$ cat config.mk
export PLATFORM = sky130hd
export DESIGN_NAME = add_arbiter_16bit
export DESIGN_NICKNAME = d
export VERILOG_FILES = /design/src/rtl/add_arbiter_16bit.sv
export SDC_FILE = /design/constraint.sdc
export NUM_CORES = 1
export LEC_CHECK = 0
export ABC_AREA = 1
export BUFFER_PORTS_ARGS = -buffer_cell sky130_fd_sc_hd__buf_2
export CELL_PAD_IN_SITES_DETAIL_PLACEMENT = 0
export CELL_PAD_IN_SITES_GLOBAL_PLACEMENT = 1
export CORE_ASPECT_RATIO = 0.5
export CORE_MARGIN = 1
export CORE_UTILIZATION = 38
export CTS_CLUSTER_DIAMETER = 80
export DETAILED_ROUTE_END_ITERATION = 7
export GPL_TIMING_DRIVEN = 0
export HOLD_SLACK_MARGIN = 0.05
export PLACE_DENSITY_LB_ADDON = 0.1
export SLEW_MARGIN = 20
export SYNTH_ARGS = -nofsm -noshare
export SYNTH_HDL_FRONTEND = slang
export SYNTH_SLANG_ARGS = --single-unit
$ cat constraint.sdc
create_clock -name clk -period 4.1 [get_ports clk]
set_input_delay 1.025 -clock clk [delete_from_list [all_inputs] [get_ports clk]]
set_output_delay 1.025 -clock clk [all_outputs]
set_load 0.02 [all_outputs]
$ cat src/rtl/add_arbiter_16bit.sv
// Two-requester add/sub unit: round-robin arbitration feeding one shared
// adder datapath. Each operation runs IDLE -> EXEC -> DONE and takes 3 cycles.
module add_arbiter_16bit #(
   parameter int unsigned WIDTH = 16
) (
   input  logic             clk,
   input  logic             rst_n,
   input  logic             req0,
   input  logic [WIDTH-1:0] a0,
   input  logic [WIDTH-1:0] b0,
   input  logic             sub0,
   input  logic             req1,
   input  logic [WIDTH-1:0] a1,
   input  logic [WIDTH-1:0] b1,
   input  logic             sub1,
   output logic             gnt0,
   output logic             gnt1,
   output logic             done0,
   output logic             done1,
   output logic [WIDTH-1:0] sum,
   output logic             c_out,
   output logic             ovf,
   output logic             busy
);

   typedef enum logic [1:0] {IDLE, EXEC, DONE} state_t;

   state_t           state, state_nxt;
   logic             last_gnt;   // 1: requester 1 was granted most recently
   logic             owner;
   logic [WIDTH-1:0] op_a, op_b;
   logic             op_sub;
   logic             take, pick1;
   logic [WIDTH-1:0] b_eff;
   logic [WIDTH:0]   raw;
   logic             ovf_nxt;

   always_comb begin
      state_nxt = state;
      take      = 1'b0;
      pick1     = 1'b0;
      case (state)
         IDLE: begin
            if (req0 || req1) begin
               take      = 1'b1;
               pick1     = req1 && (!req0 || !last_gnt);
               state_nxt = EXEC;
            end
         end
         EXEC:    state_nxt = DONE;
         DONE:    state_nxt = IDLE;
         default: state_nxt = IDLE;
      endcase
   end

   // Subtraction is A + ~B + 1; overflow when both adder inputs share a sign
   // that the result does not.
   always_comb begin
      b_eff   = op_sub ? ~op_b : op_b;
      raw     = {1'b0, op_a} + {1'b0, b_eff} + {{WIDTH{1'b0}}, op_sub};
      ovf_nxt = (op_a[WIDTH-1] == b_eff[WIDTH-1]) && (raw[WIDTH-1] != op_a[WIDTH-1]);
   end

   always_ff @(posedge clk or negedge rst_n) begin
      if (!rst_n) state <= IDLE;
      else        state <= state_nxt;
   end

   always_ff @(posedge clk or negedge rst_n) begin
      if (!rst_n) begin
         last_gnt <= 1'b1;
         owner    <= 1'b0;
         op_a     <= '0;
         op_b     <= '0;
         op_sub   <= 1'b0;
         gnt0     <= 1'b0;
         gnt1     <= 1'b0;
         done0    <= 1'b0;
         done1    <= 1'b0;
         sum      <= '0;
         c_out    <= 1'b0;
         ovf      <= 1'b0;
      end else begin
         gnt0  <= take && !pick1;
         gnt1  <= take && pick1;
         done0 <= (state == DONE) && !owner;
         done1 <= (state == DONE) && owner;
         if (take) begin
            owner    <= pick1;
            last_gnt <= pick1;
            op_a     <= pick1 ? a1   : a0;
            op_b     <= pick1 ? b1   : b0;
            op_sub   <= pick1 ? sub1 : sub0;
         end
         if (state == EXEC) begin
            sum   <= raw[WIDTH-1:0];
            c_out <= raw[WIDTH];
            ovf   <= ovf_nxt;
         end
      end
   end

   assign busy = (state != IDLE);

endmodule

==> impl_results.md <==
- Drt drc: 0
- Cell Area, Synth: 3430 sq um
- Setup TNS Final: 0 ns
- Max Cap Viol: 0
- Final setup violation count: 0
- WP data required: 4.32 ns
- ANT nets after route: 0
- Area of the multi-input gates: 1730 sq um
- Arr. time, crit path: ~2.7 ns
- Filler cells: 923
- Clk_lat worst skew: between 0.3 and 0.4 ns
- Worst R2R End: ovf$_DFFE_PN0N_
- WL final: between 9 and 10 mm
- Nets: around 640
- Yosys cell types: 30
- Max Root-Sink Buffers: 2
- Slew Viols, Final: 0
- Mapped Cells: 447
- CTS tree: done
- Synth Area in XOR/XNOR: 5.11%
- First-pass GRT wire length: 15.6 mm
- Syn_area_per_cell: 7.68 sq um
- Final-report hold violation count: 0
- Hold_buf cts: 0
- PortBufs: between 90 and 100
- CTS resizes: 0
- Seq/Total Area, Yosys: 43.1%
- Layout Area Growth over Synthesis: 27.0%
- Number of buffers added for setup after CTS: 0
- Multiplexer share of the synthesized area: 0%
- TritonCTS Sinks: between 50 and 60
- Seq cells post-synth: 59
- Critical path class: reg2reg
- Per-cell routed wire length: 13.8 um
- Vias after detailed routing: 3,162
- Gr usage total: 21.9%
- Synth Area in Compound Gates: 6.71%
- Area of the core: 8740 sq um
- CTS root buffer: clkbuf_16
- F_max: about 410 MHz
- Clock slew at reported path FFs: ~0.05 ns
- Layout cells sized above 1: 25.0%
- Hold path start: owner$_DFFE_PN0P_
- RSZ-0062 raised after global routing: false
- Starting density of the core: ~39%
- Storage cell area: 1480 sq um
- Worst path depth: 10
- Dominant cell type by area after synthesis: dfrtp_1
- Antenna violations before repair: 0
- Largest family of logic cells by synthesized area: simple AND/OR/NAND/NOR gates
- Ys Warns: 0
- Post-DP HPWL: 7.35 mm
- Top post-synthesis cells by area: dfrtp_1, nand2_1, nand3_1
- Chip width: roughly 140 um
- Synth Area in Simple Gates: about 32%
- Crit path cell chain: buf_6, buf_2, xor2_1, ha_1, a21oi_1, nand2_1, a21oi_1, nand3_1, nand3_1, nand2_1
- Number of H-tree levels: 3
- Ports: 93
- Startpoint Class: flip-flop
- Crit path buf inv count: 2
- Final hold slack: about 0.43 ns
- Hold/Removal Path Class: reg2reg
- FP Rows: 24
- Hold path depth: 1
- Reg2Reg Setup Slack: ~1.6 ns
- Worst Path Max Fanout: 10
- Vias/cell: about 4.7
- Hold endpoint: done0$_DFF_PN0_
- GRT overflow: 0
- Critical path's top delay family: compound AO/OA/AOI/OAI gates
- Slew @ Worst Pin: ~0.75 ns
- Top-area cell type share of the netlist area: 42.3%
- Final period util: roughly three fifths
- Inserted Clock Buffers: 9
- # diodes: 0
- Adder-Cell Fraction of Synth Area: 6.42%
- Critical Path End Type: flip-flop
- Die area: about 9400 sq um
- FF-to-FF Start: op_sub$_DFFE_PN0P_
- Synth Net Count: 534
- Initial drt markers: roughly 150
- Vias in the first global route: 3,138
- Largest net degree at the start of global routing: 60
- Final min period: 2.46 ns
- Crit-path slowest cell: a21oi_1
- Slew margin rel.: 50.3%
- Setup Skew: between 0.003 and 0.004 ns
- R2R depth: 10
- Drt pass-1 iters: 4
- Die height: approximately 69 um
- Critical path's largest stage delay: 0.40 ns
- RePlAce Congestion: 0.819
- Status: completed
## worst reg2reg max path: stages, from the launching register on
cell     delay, ns
dfrtp_1       0.33
buf_6         0.15
buf_2         0.29
xor2_1        0.22
ha_1          0.34
a21oi_1       0.23
nand2_1       0.10
a21oi_1       0.40
nand3_1       0.13
nand3_1       0.11
nand2_1       0.05
## kinds of logic (layout without fill, tap and decap cells)
group / count (synthesis) / after routing
and+or+nand+nor: 261 / 261
DFF: 59 / 59
buffers and inverters: 49 / 157
AOI/OAI and AO/OA: 41 / 41
xor gates and xnor gates: 20 / 20
adders and majority gates: 17 / 17
## flip-flops by register name (all words and copies together), names as in the netlist
register  cells
op_a         16
op_b         16
sum          16
state         2
c_out         1
done0         1
done1         1
gnt0          1
gnt1          1
last_gnt      1
op_sub        1
ovf           1
owner         1
## cell type report
cell class	count	share of cell area (%)
Buffer	14	2.04
Clock buffer	9	5.17
Clock inverter	7	2.12
Inverter	35	3.01
Multi-Input combinational cell	339	39.8
Sequential cell	59	33.9
Tap cell	117	3.36
Timing Repair Buffer	92	10.6
## worst max path at each step
stage | from | to | slack [ns]
after floorplan | op_sub$_DFFE_PN0P_ | ovf$_DFFE_PN0N_ | 2.07
after global placement | op_sub$_DFFE_PN0P_ | ovf$_DFFE_PN0N_ | 1.66
after detailed placement | op_sub$_DFFE_PN0P_ | ovf$_DFFE_PN0N_ | 1.68
after CTS | op_sub$_DFFE_PN0P_ | ovf$_DFFE_PN0N_ | 1.66
after global routing | op_sub$_DFFE_PN0P_ | ovf$_DFFE_PN0N_ | 1.55
final | op_sub$_DFFE_PN0P_ | ovf$_DFFE_PN0N_ | 1.64
## routing by layer
layer	vias to the layer above	track usage, %	routed length (um)	share of wire (%)
met5	-	0	0	0
li1	1641	-	-	-
met1	1415	34.8	5270	57
met2	97	28.0	3300	36
met3	9	6.80	620	6.7
met4	0	4.81	70	0.76
## placed cells by master, fill, tap and decap left out
cell type   netlist  layout
inv_2             5       5
a21oi_2           1       1
buf_4             0       1
clkbuf_16         0       9
nand2_2           7       7
and2_2            1       1
clkbuf_1          5       5
o211ai_1          4       4
nand3_1          50      50
clkinvlp_4        0       3
inv_1            30      30
o21bai_1          1       1
dfrtp_1          58      58
nand3_2           1       1
nand2_1         176     176
xor2_1           15      15
o21ai_1           3       3
ha_1             16      16
nor3_1            5       5
a21oi_1          16      16
a31oi_1           1       1
o21ai_0          13      13
buf_2             5      96
nand4_1           3       3
fa_1              1       1
dfstp_2           1       1
bufinv_16         0       2
o21ai_2           2       2
nor2_2            2       2
nand3b_1          1       1
xnor2_1           5       5
nor2_1           13      13
nand2_4           2       2
clkinv_2          0       2
buf_6             4       4
## metrics by stage
stage	area, sq um	utilization, %	worst slack (ns)	instances
4_1_cts	4360	49.9	1.66	672
3_3_place_gp	4040	46.2	1.66	656
6_report	4360	49.9	1.64	672
5_1_grt	4360	49.9	1.55	672
2_1_floorplan	3430	-	2.07	447
3_5_place_dp	4040	46.2	1.68	656
## cells in the mapped netlist
master    count
o21ai_1       3
nor2_1       13
a31oi_1       1
nand3_1      50
buf_6         4
nand2_1     176
o21bai_1      1
ha_1         16
fa_1          1
a21oi_1      16
nand3_2       1
o211ai_1      4
clkbuf_1      5
inv_1        30
o21ai_2       2
dfrtp_1      58
xnor2_1       5
nand2_2       7
xor2_1       15
inv_2         5
o21ai_0      13
nor3_1        5
buf_2         5
nand4_1       3
a21oi_2       1
nand3b_1      1
nand2_4       2
dfstp_2       1
nor2_2        2
and2_2        1
Power is not shown: default switching activity piles up to over one toggle a cycle in this logic, so the estimate is an artifact.
